[config.mk]
export PLATFORM = sky130hd
export DESIGN_NAME = uart_tx_sequencer_flat
export DESIGN_NICKNAME = d
export VERILOG_FILES = /design/src/rtl/uart_tx_sequencer_if.sv /design/src/rtl/uart_tx_sequencer.sv /design/src/flat_wrapper.sv
export SDC_FILE = /design/constraint.sdc
export NUM_CORES = 1
export LEC_CHECK = 0
export BUFFER_PORTS_ARGS = -buffer_cell sky130_fd_sc_hd__clkbuf_2
export CAP_MARGIN = 20
export CORE_ASPECT_RATIO = 1.25
export CORE_UTILIZATION = 55
export DETAILED_ROUTE_END_ITERATION = 8
export GPL_TIMING_DRIVEN = 0
export PLACE_DENSITY = 0.83
export SYNTH_ARGS = -nofsm -noshare
export SYNTH_HDL_FRONTEND = slang
export SYNTH_SLANG_ARGS = --single-unit
[constraint.sdc]
create_clock -name CLK -period 2.94 [get_ports CLK]
set_clock_uncertainty 0.15 [all_clocks]
set_input_delay 0.588 -clock CLK [delete_from_list [all_inputs] [get_ports CLK]]
set_output_delay 0.588 -clock CLK [all_outputs]
set_load 0.02 [all_outputs]
[src/rtl/uart_tx_sequencer_if.sv]
// uart_tx_sequencer_if: FIFO, baud and TX-pin signals of the UART transmitter (PARITY_EN adds PARITY_ODD)
interface uart_tx_sequencer_if #(
  parameter int DATA_W = 8,
  parameter int DIV_W = 8
);
  logic              EN;
  logic [DIV_W-1:0]  DIVISOR;
  logic              FIFO_EMPTY;
  logic [DATA_W-1:0] FIFO_DATA;
`ifdef PARITY_EN
  logic              PARITY_ODD;
`endif
  logic              FIFO_POP;
  logic              TX;
  logic              BUSY;
  logic              DONE;
  logic              TXE_IRQ;
  modport master (
`ifdef PARITY_EN
    input  PARITY_ODD,
`endif
    input  EN, DIVISOR, FIFO_EMPTY, FIFO_DATA,
    output FIFO_POP, TX, BUSY, DONE, TXE_IRQ
  );
  modport slave (
`ifdef PARITY_EN
    output PARITY_ODD,
`endif
    output EN, DIVISOR, FIFO_EMPTY, FIFO_DATA,
    input  FIFO_POP, TX, BUSY, DONE, TXE_IRQ
  );
endinterface

[src/rtl/uart_tx_sequencer.sv]
// uart_tx_sequencer: pops FIFO bytes and serialises 8N1 frames on TX; define PARITY_EN for a parity bit
module uart_tx_sequencer #(
  parameter int DATA_W = 8,
  parameter int DIV_W = 8,
  parameter int STOP_BITS = 1
) (
  input logic CLK,
  input logic NRST,
  uart_tx_sequencer_if.master bus
);
  localparam int IW = DATA_W > 1 ? $clog2(DATA_W) : 1;
  typedef enum logic [2:0] {
    IDLE,
    START,
    DATA,
    STOP
`ifdef PARITY_EN
    , PARITY
`endif
  } state_t;
  state_t            st, st_n;
  logic [DATA_W-1:0] sh, sh_n;
  logic [DIV_W-1:0]  div_q, div_n;
  logic [DIV_W-1:0]  timer, timer_n;
  logic [IW-1:0]     idx, idx_n;
  logic              stop_cnt, stop_n;
  logic              tx, tx_n;
  logic              bit_end, last_stop, pop;
`ifdef PARITY_EN
  logic              par, par_n;
`endif
  assign bit_end = timer == '0;
  assign last_stop = st == STOP && bit_end && stop_cnt == 1'(STOP_BITS - 1);
  assign pop = NRST && bus.EN && !bus.FIFO_EMPTY && (st == IDLE || last_stop);
  // state register: reset aborts any frame and forces the line idle
  always_ff @(posedge CLK) begin
    if (!NRST) begin
      st <= IDLE;
      sh <= '0;
      div_q <= '0;
      timer <= '0;
      idx <= '0;
      stop_cnt <= 1'b0;
      tx <= 1'b1;
`ifdef PARITY_EN
      par <= 1'b0;
`endif
    end else begin
      st <= st_n;
      sh <= sh_n;
      div_q <= div_n;
      timer <= timer_n;
      idx <= idx_n;
      stop_cnt <= stop_n;
      tx <= tx_n;
`ifdef PARITY_EN
      par <= par_n;
`endif
    end
  end
  // next state: bit sequencing, with a pop overriding everything to start a new frame
  always_comb begin
    st_n = st;
    sh_n = sh;
    div_n = div_q;
    timer_n = st == IDLE ? '0 : bit_end ? div_q : timer - DIV_W'(1);
    idx_n = idx;
    stop_n = stop_cnt;
`ifdef PARITY_EN
    par_n = par;
`endif
    unique case (st)
      IDLE: st_n = IDLE;
      START: begin
        if (bit_end) begin
          st_n = DATA;
          idx_n = '0;
        end
      end
      DATA: begin
        if (bit_end) begin
          sh_n = sh >> 1;
          idx_n = idx + 1'b1;
          if (idx == IW'(DATA_W - 1)) begin
`ifdef PARITY_EN
            st_n = PARITY;
`else
            st_n = STOP;
`endif
            stop_n = 1'b0;
          end
        end
      end
`ifdef PARITY_EN
      PARITY: begin
        if (bit_end) begin
          st_n = STOP;
          stop_n = 1'b0;
        end
      end
`endif
      STOP: begin
        if (bit_end) begin
          stop_n = stop_cnt + 1'b1;
          st_n = stop_cnt == 1'(STOP_BITS - 1) ? IDLE : STOP;
        end
      end
      default: st_n = IDLE;
    endcase
    if (pop) begin
      st_n = START;
      sh_n = bus.FIFO_DATA;
      div_n = bus.DIVISOR;
      timer_n = bus.DIVISOR;
`ifdef PARITY_EN
      par_n = ^bus.FIFO_DATA ^ bus.PARITY_ODD;
`endif
    end
`ifdef PARITY_EN
    tx_n = st_n == START ? 1'b0 : st_n == DATA ? sh_n[0] : st_n == PARITY ? par_n : 1'b1;
`else
    tx_n = st_n == START ? 1'b0 : st_n == DATA ? sh_n[0] : 1'b1;
`endif
  end
  // outputs: status flags decoded from the current state
  always_comb begin
    bus.FIFO_POP = pop;
    bus.TX = tx;
    bus.BUSY = st != IDLE;
    bus.DONE = last_stop;
    bus.TXE_IRQ = bus.EN && st == IDLE && bus.FIFO_EMPTY;
  end
endmodule

[src/flat_wrapper.sv]
// flat-port wrapper written by rule: the top's interface ports become plain ports
module uart_tx_sequencer_flat 
#(
  parameter int DATA_W = 8,
  parameter int DIV_W = 8,
  parameter int STOP_BITS = 1
)
  (CLK, NRST, bus_EN, bus_DIVISOR, bus_FIFO_EMPTY, bus_FIFO_DATA, bus_FIFO_POP, bus_TX, bus_BUSY, bus_DONE, bus_TXE_IRQ);
  uart_tx_sequencer_if #(.DATA_W(DATA_W), .DIV_W(DIV_W)) bus_i ();
  input logic CLK;
  input logic NRST;
  input wire logic [$bits(bus_i.EN)-1:0] bus_EN;
  input wire logic [$bits(bus_i.DIVISOR)-1:0] bus_DIVISOR;
  input wire logic [$bits(bus_i.FIFO_EMPTY)-1:0] bus_FIFO_EMPTY;
  input wire logic [$bits(bus_i.FIFO_DATA)-1:0] bus_FIFO_DATA;
  output wire logic [$bits(bus_i.FIFO_POP)-1:0] bus_FIFO_POP;
  output wire logic [$bits(bus_i.TX)-1:0] bus_TX;
  output wire logic [$bits(bus_i.BUSY)-1:0] bus_BUSY;
  output wire logic [$bits(bus_i.DONE)-1:0] bus_DONE;
  output wire logic [$bits(bus_i.TXE_IRQ)-1:0] bus_TXE_IRQ;
  assign bus_i.EN = bus_EN;
  assign bus_i.DIVISOR = bus_DIVISOR;
  assign bus_i.FIFO_EMPTY = bus_FIFO_EMPTY;
  assign bus_i.FIFO_DATA = bus_FIFO_DATA;
  assign bus_FIFO_POP = bus_i.FIFO_POP;
  assign bus_TX = bus_i.TX;
  assign bus_BUSY = bus_i.BUSY;
  assign bus_DONE = bus_i.DONE;
  assign bus_TXE_IRQ = bus_i.TXE_IRQ;
  uart_tx_sequencer #(.DATA_W(DATA_W), .DIV_W(DIV_W), .STOP_BITS(STOP_BITS)) u_core (.CLK(CLK), .NRST(NRST), .bus(bus_i));
endmodule
==> results_dict.tcl, run 1 <==
set metrics [dict create \
    outcome "finished clean" \
    cts.sink_count 32 \
    core_area_mm2 0.00271 \
    drc_errors 0 \
    track_usage_pct 23.9 \
    cts-buffers-inserted 5 \
    number_of_global_route_vias_before_repair 1362 \
    avgSynthCellArea_um2 8.55 \
    vertical_extent_of_the_die_um 62.1 \
    via_count 1445 \
    initial_utilization_pct 58.8 \
    synthesis.area_mm2 0.00159 \
    max_cap_viol_count 0 \
    depth_of_the_most_critical_reg_to_reg_path 9 \
    synthArstFlopShare_pct 0 \
    hold_crit_class "reg2reg" \
    postCtsHoldBufs 0 \
    synth_cells 186 \
    fmax_ghz 0.356 \
    timing.slew.headroom_pct 55.2 \
    drt_pre_antenna_iters 4 \
    grt_remaining_overflow 0 \
    yosysTopAreaCellShare_pct 40.3 \
    totalNegativeSetupSlack_ps 0 \
    power_density_mw_per_mm2 797 \
    yosys_register_bits 32 \
    worst_pin_slew_ps 662 \
    clock_tree.htree_level_count 2 \
    grt_setup_unrepaired "false" \
    yosysUniqueCellTypes 40 \
    finalSetupViolCount 0 \
    postSynthNetCount 209 \
    power.ir.vdd_worst_mv 0.481 \
    route.detailed.vias_per_inst 5.64 \
    synth-seq-area-share_pct 40.3 \
    ys_dominant_reg_cell "dfxtp_1" \
    gp_congestion 0.854 \
    cts-root-buf "clkbuf_4" \
    number_of_antenna_violations_at_the_first_check_in_global_routing 0 \
    arrival_ps 2070 \
    clock_latency_ps 330 \
    wl_per_cell_um 13.3 \
    required_ps 2200 \
    area_delta_synth_final_pct 17.6 \
    port-buffer-count 24 \
    period_minus_slack_ps 2810 \
    leakage_nw 0.776 \
    bufs_on_longest_clock_path 2 \
    cts_tree "done" \
    number_of_routed_nets_with_antenna_violations 0 \
    die_x_um 50.1 \
    netlist.top_cell.by_area "dfxtp_1" \
    critPathKind "reg2out" \
    floorplan.rows 21 \
    hold_depth 2 \
    num_antenna_cells 0 \
    io_pins 25 \
    finalWorstSetupSlack_ps 130 \
    timing.critical_path.to_type "output pin" \
    total_of_warnings_raised_by_yosys 0 \
    synth_enable_flop_cells 0 \
    startpoint_type "flop" \
    dp_hpwl_um 2470 \
    die-area_mm2 0.00311 \
    place_worst_setup_slack_ps 302 \
    hold_ws_ps 310 \
    design.final.nets 244 \
    synthTopCellsByArea "dfxtp_1 (40%), a21oi_1 (7.6%), nand2_1 (5.7%)" \
    drive_gt1_share_pct 25.7 \
    grt_pass1_wl_um 5730 \
    maxSlewViolCount 0 \
    detail_route.wirelength_um 3410 \
    min_period_over_period_pct 95.6 \
    hold_violations 0 \
    drt_iter0_markers 15 \
    grt_start_max_net_pins 11 \
    crit_fanout 10 \
    clock_transition_time_at_the_flip_flop_clock_pins_of_the_worst_setup_and_hold_paths_ps 90 \
]
==> logic make-up (layout without fill, tap and decap cells) <==
| group | after synthesis | count (layout) | synth area share [%] |
|---|---|---|---|
| adder cells (fa/ha/maj) | 3 | 3 | 2.36 |
| buffers and inverters | 17 | 53 | 5.19 |
| AND/OR/NAND/NOR | 74 | 74 | 26.1 |
| other | 1 | 1 | 0.236 |
| XOR/XNOR | 2 | 2 | 1.10 |
| AO/OA/AOI/OAI | 48 | 48 | 18.8 |
| multiplexers | 9 | 9 | 5.90 |
| flip-flops | 32 | 32 | 40.3 |
==> layout make-up <==
cell class              instances  area, µm²
fillers                       228        836
well taps                      34       42.5
inverters                       7       26.3
clock buffers                   8       58.8
repair buffers                 28        159
multi-input cells             137        887
plain buffers                  10       56.3
flip-flops and latches         32        641
==> sequential cells by signal (all words and copies together), names as in the netlist <==
name             count
u_core.st            3
u_core.idx           3
u_core.div_q         8
u_core.bus.TX        1
u_core.timer         8
u_core.stop_cnt      1
u_core.sh            8
==> per-stage QoR <==
step                instances  power, W  utilization [%]  area (µm²)
CTS                       254   0.00143             68.2        1850
finish                    256   0.00149             69.1        1870
global route              256   0.00159             69.1        1870
global placement          244   0.00113             64.8        1750
detailed placement        244   0.00115             64.8        1750
floorplan                 186   0.00103                -        1590
==> per-layer routing <==
| metal | GRT usage (%) | part of all wire (%) | wire length (µm) |
|---|---|---|---|
| met1 | 27.6 | 44 | 1490 |
| met2 | 40.7 | 50 | 1720 |
| met3 | 6.13 | 4.0 | 135 |
| met4 | 10.4 | 2.0 | 68 |
| met5 | 0 | 0 | 0 |
==> where the power goes <==
group / switching, W / internal, W / total (W) / leakage [nW]
sequential: 0.0000597 / 0.000481 / 0.000541 / 0.260
combinational: 0.000372 / 0.000320 / 0.000692 / 0.483
clock: 0.000139 / 0.000118 / 0.000257 / 0.0326
total: 0.000571 / 0.000919 / 0.00149 / 0.776
==> worst max-delay path, cell delays in order (launching register included) <==
cell	delay, ps
dfxtp_1	330
inv_1	90
ha_4	160
or4b_4	490
nor3_4	180
o21ai_4	90
inv_2	100
buf_6	150
clkbuf_8	150
==> repair_timing <==
item | in CTS | in global routing
endpoints found under the setup margin | 1 | 2
pin swaps | 2 | 1
buffers inserted | 2 | 2
gates resized for setup | 3 | 1
==> synthesized netlist by cell type (2+ instances only) <==
library cell and number:
nor3_2 2, a21oi_1 24, nor3_1 5, buf_2 3
inv_1 6, nand2_2 2, buf_6 2, nand3b_1 5
mux2_2 3, clkbuf_1 5, dfxtp_1 32, nor2_1 19
ha_1 3, a21oi_2 2, or3_1 3, nor4b_1 2
o211ai_1 6, a31oi_1 2, a211oi_1 6, nand2_1 24
o21ai_0 3, nand3_1 4, mux2i_1 6
==> worst paths after layout <==
check                                     from                           end  slack [ps]
setup / recovery    u_core.timer[0]$_SDFF_PN0_                  bus_FIFO_POP         130
hold / removal    u_core.div_q[7]$_SDFFE_PN0P_  u_core.div_q[7]$_SDFFE_PN0P_         310
setup reg to reg    u_core.timer[0]$_SDFF_PN0_      u_core.bus.TX$_SDFF_PN1_         710
hold reg to reg   u_core.div_q[7]$_SDFFE_PN0P_  u_core.div_q[7]$_SDFFE_PN0P_         310
==> cell usage in the layout, fill, tap and decap left out, types with 6 or more instances in the layout <==
cell type and count:
clkbuf_1 7, o211ai_1 6, dfxtp_1 32, a21oi_1 24, clkbuf_2 23, nor2_1 19, a211oi_1 6, inv_1 6
nand2_1 24, mux2i_1 6
(Power assumes the default switching activity.)
==> run 2, diff against run 1 <==
--- a/config.mk
+++ b/config.mk
@@ -7,7 +7,6 @@
 export LEC_CHECK = 0
 export BUFFER_PORTS_ARGS = -buffer_cell sky130_fd_sc_hd__clkbuf_2
 export CAP_MARGIN = 20
-export CORE_ASPECT_RATIO = 1.25
 export CORE_UTILIZATION = 55
 export DETAILED_ROUTE_END_ITERATION = 8
 export GPL_TIMING_DRIVEN = 0
==> results_dict.tcl, run 2 (synthesized netlist as in run 1, its figures left out) <==
set metrics [dict create \
    outcome "finished clean" \
    max_cap_viol_count 0 \
    design.final.nets 255 \
    power.ir.vdd_worst_mv 0.842 \
    drt_pre_antenna_iters 4 \
    finalSetupViolCount 0 \
    die_x_um 55.8 \
    dp_hpwl_um 2460 \
    period_minus_slack_ps 2830 \
    timing.slew.headroom_pct 53.3 \
    power_density_mw_per_mm2 768 \
    seqCellArea_um2 646 \
    maxSlewViolCount 0 \
    cts.sink_count 32 \
    clock_tree.htree_level_count 2 \
    min_period_over_period_pct 96.4 \
    number_of_global_route_vias_before_repair 1378 \
    crit_chain "inv_2 > ha_4 > or4b_4 > nor3_4 > o21ai_4 > inv_2 > buf_4 > buf_4 > buf_4 > buf_4 > buf_4 > buf_4 > buf_4 > buf_4 > buf_4 > buf_4 > nand2_2 > a21oi_1" \
    cpPeakStageDelay_ps 350 \
    core_area_mm2 0.00276 \
    clock_latency_ps 350 \
    cts-buffers-inserted 5 \
    wl_per_cell_um 15.7 \
    track_usage_pct 28.0 \
    fmax_ghz 0.353 \
    detailroute.wirelength.met2_um 1990 \
    detail_route.wirelength_um 4130 \
    layout.filler_cells 204 \
    io_pins 25 \
    routedLengthMet1_um 1730 \
    worst_pin_slew_ps 701 \
    required_ps 3000 \
    leakage_nw 0.833 \
    routed.top_layer "met4" \
    reg.largest.list "u_core.div_q: 8 flops, u_core.sh: 8 flops, u_core.timer: 8 flops" \
    postLayoutCoreUtil_pct 70.8 \
    number_of_antenna_violations_at_the_first_check_in_global_routing 0 \
    startpoint_type "flop" \
    hold_violations 0 \
    grt_setup_unrepaired "false" \
    port-buffer-count 24 \
    crit_fanout 6 \
    cts_tree "done" \
    vertical_extent_of_the_die_um 55.8 \
    timing.critical_path.to_type "flop" \
    postCtsHoldBufs 0 \
    via_count 1523 \
    area_delta_synth_final_pct 22.7 \
    hold_ws_ps 295 \
    drc_errors 0 \
    die-area_mm2 0.00311 \
    totalNegativeSetupSlack_ps 0 \
    met3_length_um 243 \
    grt_remaining_overflow 0 \
    arrival_ps 2890 \
    clock_transition_time_at_the_flip_flop_clock_pins_of_the_worst_setup_and_hold_paths_ps 100 \
    critical_path.slowest_cell "dfxtp_2" \
    num_antenna_cells 0 \
    leading_cell_types_in_the_layout_fill_and_taps_excluded "dfxtp_1 (28), a21oi_1 (24), nand2_1 (23), clkbuf_2 (23), nor2_1 (19)" \
    floorplan.rows 19 \
    grt_start_max_net_pins 11 \
    leading_cell_type_in_the_layout_fill_and_taps_excluded "dfxtp_1" \
    number_of_routed_nets_with_antenna_violations 0 \
    multi_input_comb_area_um2 896 \
    stdcell_count 263 \
    route.detailed.vias_per_inst 5.79 \
    bufs_on_longest_clock_path 2 \
    hold_crit_class "in2reg" \
    drive_gt1_share_pct 33.6 \
    critPathKind "reg2reg" \
    initial_utilization_pct 57.7 \
    drt_iter0_markers 54 \
    cts-root-buf "clkbuf_4" \
    grt_pass1_wl_um 6510 \
    gp_congestion 0.887 \
    placed_cells_incl_taps 241 \
    most_used_cell_along_the_critical_path "buf_4" \
]
[run 2: changes by cell type in the layout (fill, tap and decap cells not counted), sizes merged]
cell	before	now
clkinv	0	1
clkbuf	37	33
clkinvlp	0	1
buf	9	21
[run 2: cell type report]
type	instances	share of cell area (%)
tap	31	1.99
timing repair buffer	40	12.4
inverter	7	1.35
buffer	9	2.69
clock buffer	5	1.92
sequential	32	33.1
multi-input combinational	137	45.9
clock inverter	2	0.641
[run 2: stage by stage]
step                      cell area, µm²  power (W)  setup slack [ps]
after floorplan                     1590    0.00103               580
after global placement              1750    0.00114               296
after detailed placement            1750    0.00116               277
after CTS                           1920    0.00145              51.8
after global routing                1950    0.00160              7.01
final                               1950    0.00150               107
[run 2: what timing repair did]
action / 4_1_cts / 5_1_grt
cloned: 0 / 0
pin swaps: 2 / 5
buffers inserted: 13 / 4
setup endpoints to repair: 1 / 4
resized for setup: 4 / 8
[run 2: where the power goes]
part	internal (W)	total, W	switching, W
combinational	0.000304	0.000702	0.000398
clock	0.0000871	0.000244	0.000157
sequential	0.000486	0.000552	0.0000661
total	0.000878	0.00150	0.000621
[run 2: worst max-delay path: cells and delay by family (launching register included)]
| kind | cells | cell delay (ps) |
|---|---|---|
| compound gates | 2 | 310 |
| buf+inv | 12 | 1370 |
| fa+ha+maj | 1 | 170 |
| simple gates | 3 | 350 |
| flops | 1 | 350 |
[run 2: final timing paths]
check	start	endpoint	slack (ps)	depth (start not counted)
setup / recovery	u_core.timer[0]$_SDFF_PN0_	u_core.timer[4]$_SDFF_PN0_	110	18
setup reg to reg	u_core.timer[0]$_SDFF_PN0_	u_core.timer[4]$_SDFF_PN0_	110	18
hold reg to reg	u_core.div_q[0]$_SDFFE_PN0P_	u_core.div_q[0]$_SDFFE_PN0P_	310	2
hold / removal	NRST	u_core.bus.TX$_SDFF_PN1_	300	2
[run 2: metal layers]
metal  vias to the layer above  global-route usage, %
li1                        754                      -
met1                       711                   33.8
met2                        46                   44.6
met3                        12                   9.07
met4                         0                   14.6
met5                         -                      0
